## config.mk

```make
export PLATFORM = sky130hd
export DESIGN_NAME = nibble_serial_sub
export DESIGN_NICKNAME = d
export VERILOG_FILES = /design/src/rtl/nibble_serial_sub.sv
export SDC_FILE = /design/constraint.sdc
export NUM_CORES = 1
export LEC_CHECK = 0
export CAP_MARGIN = 0
export CELL_PAD_IN_SITES_DETAIL_PLACEMENT = 0
export CELL_PAD_IN_SITES_GLOBAL_PLACEMENT = 2
export CORE_ASPECT_RATIO = 1.5
export CORE_MARGIN = 10
export CORE_UTILIZATION = 28
export DETAILED_ROUTE_END_ITERATION = 6
export PLACE_DENSITY = 0.73
export SKIP_LAST_GASP = 1
export SLEW_MARGIN = 20
export SYNTH_ARGS = -nofsm -noshare
export SYNTH_HDL_FRONTEND = slang
export SYNTH_SLANG_ARGS = --single-unit
```

## constraint.sdc

```tcl
create_clock -name clk -period 3.06 [get_ports clk]
set_input_delay 0.459 -clock clk [delete_from_list [all_inputs] [get_ports clk]]
set_output_delay 0.459 -clock clk [all_outputs]
set_load 0.05 [all_outputs]
```

## src/rtl/nibble_serial_sub.sv

```systemverilog
// nibble_serial_sub: multi-cycle two's-complement subtractor (D = A + ~B + 1).
// One 4-bit carry-lookahead slice is reused for WIDTH/4 cycles, LSB nibble
// first, with a carry register between cycles. There is a valid/ready
// handshake on both the input and the output side.
// Optional build macro SUB_ADD_MODE_EN: adds the op port (0 = subtract, 1 = add).
module nibble_serial_sub #(
    parameter int WIDTH = 32
) (
    input  logic             clk,
    input  logic             rst_n,
    input  logic             in_valid,
    output logic             in_ready,
    input  logic [WIDTH-1:0] a,
    input  logic [WIDTH-1:0] b,
`ifdef SUB_ADD_MODE_EN
    input  logic             op,
`endif
    output logic             out_valid,
    input  logic             out_ready,
    output logic [WIDTH-1:0] diff,
    output logic             carry,
    output logic             ovf,
    output logic             neg,
    output logic             zero
);

    localparam int N  = WIDTH / 4;
    localparam int KW = $clog2(N);

    typedef enum logic [1:0] {
        IDLE = 2'd0,
        RUN  = 2'd1,
        DONE = 2'd2
    } state_t;

    state_t           state_reg;
    state_t           state_next;

    logic [WIDTH-1:0] a_reg;
    logic [WIDTH-1:0] bp_reg;      // B as fed to the adder (inverted when subtracting)
    logic [WIDTH-1:0] diff_reg;
    logic [WIDTH-1:0] diff_next;   // diff_reg with the current nibble merged in
    logic             cin_reg;     // carry passed between nibble cycles
    logic [KW-1:0]    k_reg;
    logic             carry_reg;
    logic             ovf_reg;
    logic             neg_reg;
    logic             zero_reg;

    logic             accept;
    logic             last_nibble;
    logic             is_sub;
    logic [KW+1:0]    base;
    logic [3:0]       a_nib;
    logic [3:0]       b_nib;
    logic [3:0]       g;
    logic [3:0]       p;
    logic [4:0]       c;
    logic [3:0]       sum_nib;

`ifdef SUB_ADD_MODE_EN
    assign is_sub = ~op;
`else
    assign is_sub = 1'b1;
`endif

    assign accept      = in_valid && in_ready;
    assign last_nibble = (k_reg == KW'(N - 1));
    assign base        = {k_reg, 2'b00};
    assign a_nib       = a_reg[base +: 4];
    assign b_nib       = bp_reg[base +: 4];

    // 4-bit carry-lookahead slice: per-bit generate/propagate and sum.
    generate
        for (genvar gi = 0; gi < 4; gi++) begin : g_cla_bit
            assign g[gi]       = a_nib[gi] & b_nib[gi];
            assign p[gi]       = a_nib[gi] ^ b_nib[gi];
            assign sum_nib[gi] = p[gi] ^ c[gi];
        end
    endgenerate

    // Lookahead carries, all derived directly from the slice carry-in.
    assign c[0] = cin_reg;
    assign c[1] = g[0] | (p[0] & c[0]);
    assign c[2] = g[1] | (p[1] & g[0]) | (p[1] & p[0] & c[0]);
    assign c[3] = g[2] | (p[2] & g[1]) | (p[2] & p[1] & g[0])
                | (p[2] & p[1] & p[0] & c[0]);
    assign c[4] = g[3] | (p[3] & g[2]) | (p[3] & p[2] & g[1])
                | (p[3] & p[2] & p[1] & g[0]) | (p[3] & p[2] & p[1] & p[0] & c[0]);

    // Merge the freshly computed nibble into the partial result.
    always_comb begin
        diff_next            = diff_reg;
        diff_next[base +: 4] = sum_nib;
    end

    // FSM state register.
    always_ff @(posedge clk or negedge rst_n) begin
        if (!rst_n) begin
            state_reg <= IDLE;
        end else begin
            state_reg <= state_next;
        end
    end

    // FSM next-state and handshake outputs.
    always_comb begin
        state_next = state_reg;
        in_ready   = 1'b0;
        out_valid  = 1'b0;
        case (state_reg)
            IDLE: begin
                in_ready = 1'b1;
                if (in_valid) state_next = RUN;
            end
            RUN: begin
                if (last_nibble) state_next = DONE;
            end
            DONE: begin
                out_valid = 1'b1;
                if (out_ready) state_next = IDLE;
            end
            default: state_next = IDLE;
        endcase
    end

    // Datapath: operand capture, per-nibble accumulation and flag capture on the last nibble.
    always_ff @(posedge clk or negedge rst_n) begin
        if (!rst_n) begin
            a_reg     <= '0;
            bp_reg    <= '0;
            diff_reg  <= '0;
            cin_reg   <= 1'b0;
            k_reg     <= '0;
            carry_reg <= 1'b0;
            ovf_reg   <= 1'b0;
            neg_reg   <= 1'b0;
            zero_reg  <= 1'b0;
        end else begin
            if (accept) begin
                a_reg   <= a;
                bp_reg  <= is_sub ? ~b : b;
                cin_reg <= is_sub;
                k_reg   <= '0;
            end else if (state_reg == RUN) begin
                diff_reg <= diff_next;
                cin_reg  <= c[4];
                if (last_nibble) begin
                    k_reg     <= '0;
                    carry_reg <= c[4];
                    ovf_reg   <= (a_reg[WIDTH-1] == bp_reg[WIDTH-1]) &&
                                 (diff_next[WIDTH-1] != a_reg[WIDTH-1]);
                    neg_reg   <= diff_next[WIDTH-1];
                    zero_reg  <= (diff_next == '0);
                end else begin
                    k_reg <= k_reg + KW'(1);
                end
            end
        end
    end

    assign diff  = diff_reg;
    assign carry = carry_reg;
    assign ovf   = ovf_reg;
    assign neg   = neg_reg;
    assign zero  = zero_reg;

endmodule

```

==> qor.csv <==
stage,metric,value,unit
cts,clock_path_buffers,2,
placement,dp_hpwl,12370,um
route,drt_iter0_drc,248,
yosys,ys_warn_count,0,
pwr,p_per_area,1280,nW/um^2
yosys,avgSynthCellArea,9.572,sq um
timing,fin_ws,0.09744,ns
route,routed_wl,15780,um
final_layout,num-fill-cells,1821,
global_routing,grt_most_used_layer,met2,
pwr,power,8.873,mW
status,outcome,"finished, final reports clean",
floorplan,die_height,186.4,um
floorplan,start_util,28.69,%
cts,insertion_delay,0.35,ns
yosys,synth_edf_count,0,
worst_setup_path,crit_path_max_fanout,9,
worst_setup_path,crit_start,k_reg[0]$_DFFE_PN0P_,
floorplan,die_area,24410,sq um
yosys,synth.top_cells.by_count,"nand2_1, dfrtp_1, o21ai_0",
worst_setup_path,crit_arrival,3.19,ns
yosys,yosys.area.top_type,dfrtp_1,
worst_hold_path,hold_path.class,in2async,
final_layout,diodes,0,
timing,rsz0062_at_grt,yes,
yosys,postSynthCellCount,540,
yosys,synth.net_count,621,
cts,cts_sinks,106,
yosys,yosys.area.top_type_share,51.32,%
placement,portBuffers,105,
global_routing,grt_max_degree,61,
timing,clock.fmax,337.5,MHz
yosys,synthArstFlopShare,100.0,%
worst_setup_path,path_class,reg2reg,
placement,place_congestion,0.8824,
worst_setup_path,r2r_cells,11,
cts,tritoncts,yes,
worst_setup_path,r2r-start,k_reg[0]$_DFFE_PN0P_,
global_routing,grt.overflow.total,0,
route,ant_nets,0,
timing,relSlewSlack,35.15,%
yosys,ys.flop_type,dfrtp_1,
yosys,syn_area,5169,sq um
yosys,ys_types,51,
floorplan,die_width,130.9,um
final_layout,nNetsFinal,737,
worst_setup_path,r2r-end,zero$_DFFE_PN0P_,
floorplan,num_rows,60,
timing,slew_viol_final,0,
timing,hold_violations,0,
pwr,peakVddDrop,0.0005211,V
cts,h-tree-depth,3,
global_routing,grt_pass1_wl,25250,um
cts,clockRootBuffer,clkbuf_16,
route,num_vias,4225,
global_routing,grt_pass1_vias,4715,
timing,finalClockSkew,0.01245,ns
yosys,yosys_register_bits,106,
final_layout,drive_above_1_share,11.38,%
global_routing,grtUsageMet1,13.32,%
timing,post-route-period-util,96.82,%
cts,numCtsBuffers,9,
worst_setup_path,end_kind,flip-flop,
timing,setup_violations,0,
worst_setup_path,cp.required,3.29,ns
floorplan,ios,106,
flow_run,maxCapViolCount,0,
final_layout,syn2layout_area_growth,34.06,%
yosys,ys_top_cells_by_area,"dfrtp_1, nand2_1, mux4_2",
cts,clk_pin_slew,0.07,ns
global_routing,gr-usage-all-layers,13.14,%
pwr,p_leak,3.086,nW
final_layout,regArea,2654,sq um
route,via_per_inst,4.823,
worst_setup_path,crit_path_end,zero$_DFFE_PN0P_,
timing,layout_min_cycle_time,2.963,ns
global_routing,grt.met3_usage,2.749,%
route,drc,0,
route,firstDrtPassIters,4,
final_layout,multi_input_area,2387,sq um
worst_setup_path,ff2ff_setup_slack,0.1,ns
global_routing,use_met2,24.56,%
yosys,yosysMostFrequentCell,nand2_1,
timing,worstMarginPinSlew,0.9694,ns
floorplan,core,18020,sq um
worst_setup_path,crit_path_start_kind,flip-flop,
placement,place_ws,0.06577,ns
yosys,yosysSeqAreaShare,51.32,%
route,wl_per_cell,18.02,um
timing,whs,0.1335,ns
global_routing,antenna_found_initial,0,
cts,cts.hold.buffers_added,0,
## metal layers
metal / share of wire [%] / up-vias
met2: 56 / 105
met4: 2.8 / 0
li1: - / 2085
met1: 36 / 2012
met3: 4.5 / 23
met5: 0 / -
## what timing repair did
item / in CTS / in global routing
buffers inserted: 0 / 1
setup endpoints to repair: 0 / 6
resized for setup: 0 / 6
hold endpoints to repair: 0 / 0
## cells in the final DEF (no fill, tap or decap), drive strengths merged, types with 3 or more instances in the layout
cell	n
o21ai	64
inv	7
nor2	15
nand4	4
clkbuf	12
a21oi	6
o31ai	13
nand2	199
buf	26
xnor2	3
o22ai	3
nor2b	4
mux2	8
ha	12
nor3	4
nand2b	4
mux4	16
nand3	10
or3	4
clkdlybuf4s50	104
dfrtp	106
## worst min path at each step
| stage | from | end | slack, ns | cells past startpoint |
|---|---|---|---|---|
| final | rst_n | bp_reg[26]$_DFFE_PN0P_ | 0.13 | 1 |
| after CTS | rst_n | bp_reg[16]$_DFFE_PN0P_ | 0.15 | 1 |
| after global routing | rst_n | bp_reg[16]$_DFFE_PN0P_ | 0.18 | 1 |
| after floorplan | rst_n | a_reg[0]$_DFFE_PN0P_ | 0.16 | 0 |
| after global placement | a_reg[1]$_DFFE_PN0P_ | a_reg[1]$_DFFE_PN0P_ | 0.46 | 2 |
| after detailed placement | a_reg[16]$_DFFE_PN0P_ | a_reg[16]$_DFFE_PN0P_ | 0.46 | 2 |
## power breakdown
group	leakage, nW	switching [mW]	internal (mW)
Sequential	1.35	0.424	2.01
Clock	0.131	0.497	0.625
Combinational	1.60	3.16	2.16
## logic make-up (layout without fill, tap and decap cells)
logic type,Yosys count,after routing,share of synthesized area (%)
simple gates,254,254,20.65
flops,106,106,51.32
compound gates,104,104,12.35
buf+inv,34,153,2.832
mux,24,24,8.715
fa+ha+maj,13,13,3.292
xor+xnor,5,5,0.8474
## area by class of cell
type	count	share of cell area (%)
tap	217	3.918
clock buffer	11	3.359
sequential	106	38.30
multi-input combinational	400	34.45
timing repair buffer	131	18.92
inverter	8	0.4334
clock inverter	3	0.6139
## critical path, cell delays in order (launching register included)
cell       delay, ns
dfrtp_2         0.42
buf_12          0.16
mux4_2          0.49
nand2_1         0.08
nand2_1         0.13
ha_1            0.35
a21o_1          0.17
a21oi_1         0.17
xnor2_1         0.14
a41oi_1         0.28
o2111ai_1       0.15
o31ai_1         0.31
## per-stage QoR
stage,area (sq um),TNS (ns),cells,utilization (%)
final,6929,0,876,38.46
after global routing,6929,-0.09267,876,38.46
after CTS,6880,0,874,38.19
after detailed placement,6605,0,860,36.66
after global placement,6605,0,860,36.66
after floorplan,5174,0,540,-
(Power assumes the default switching activity.)
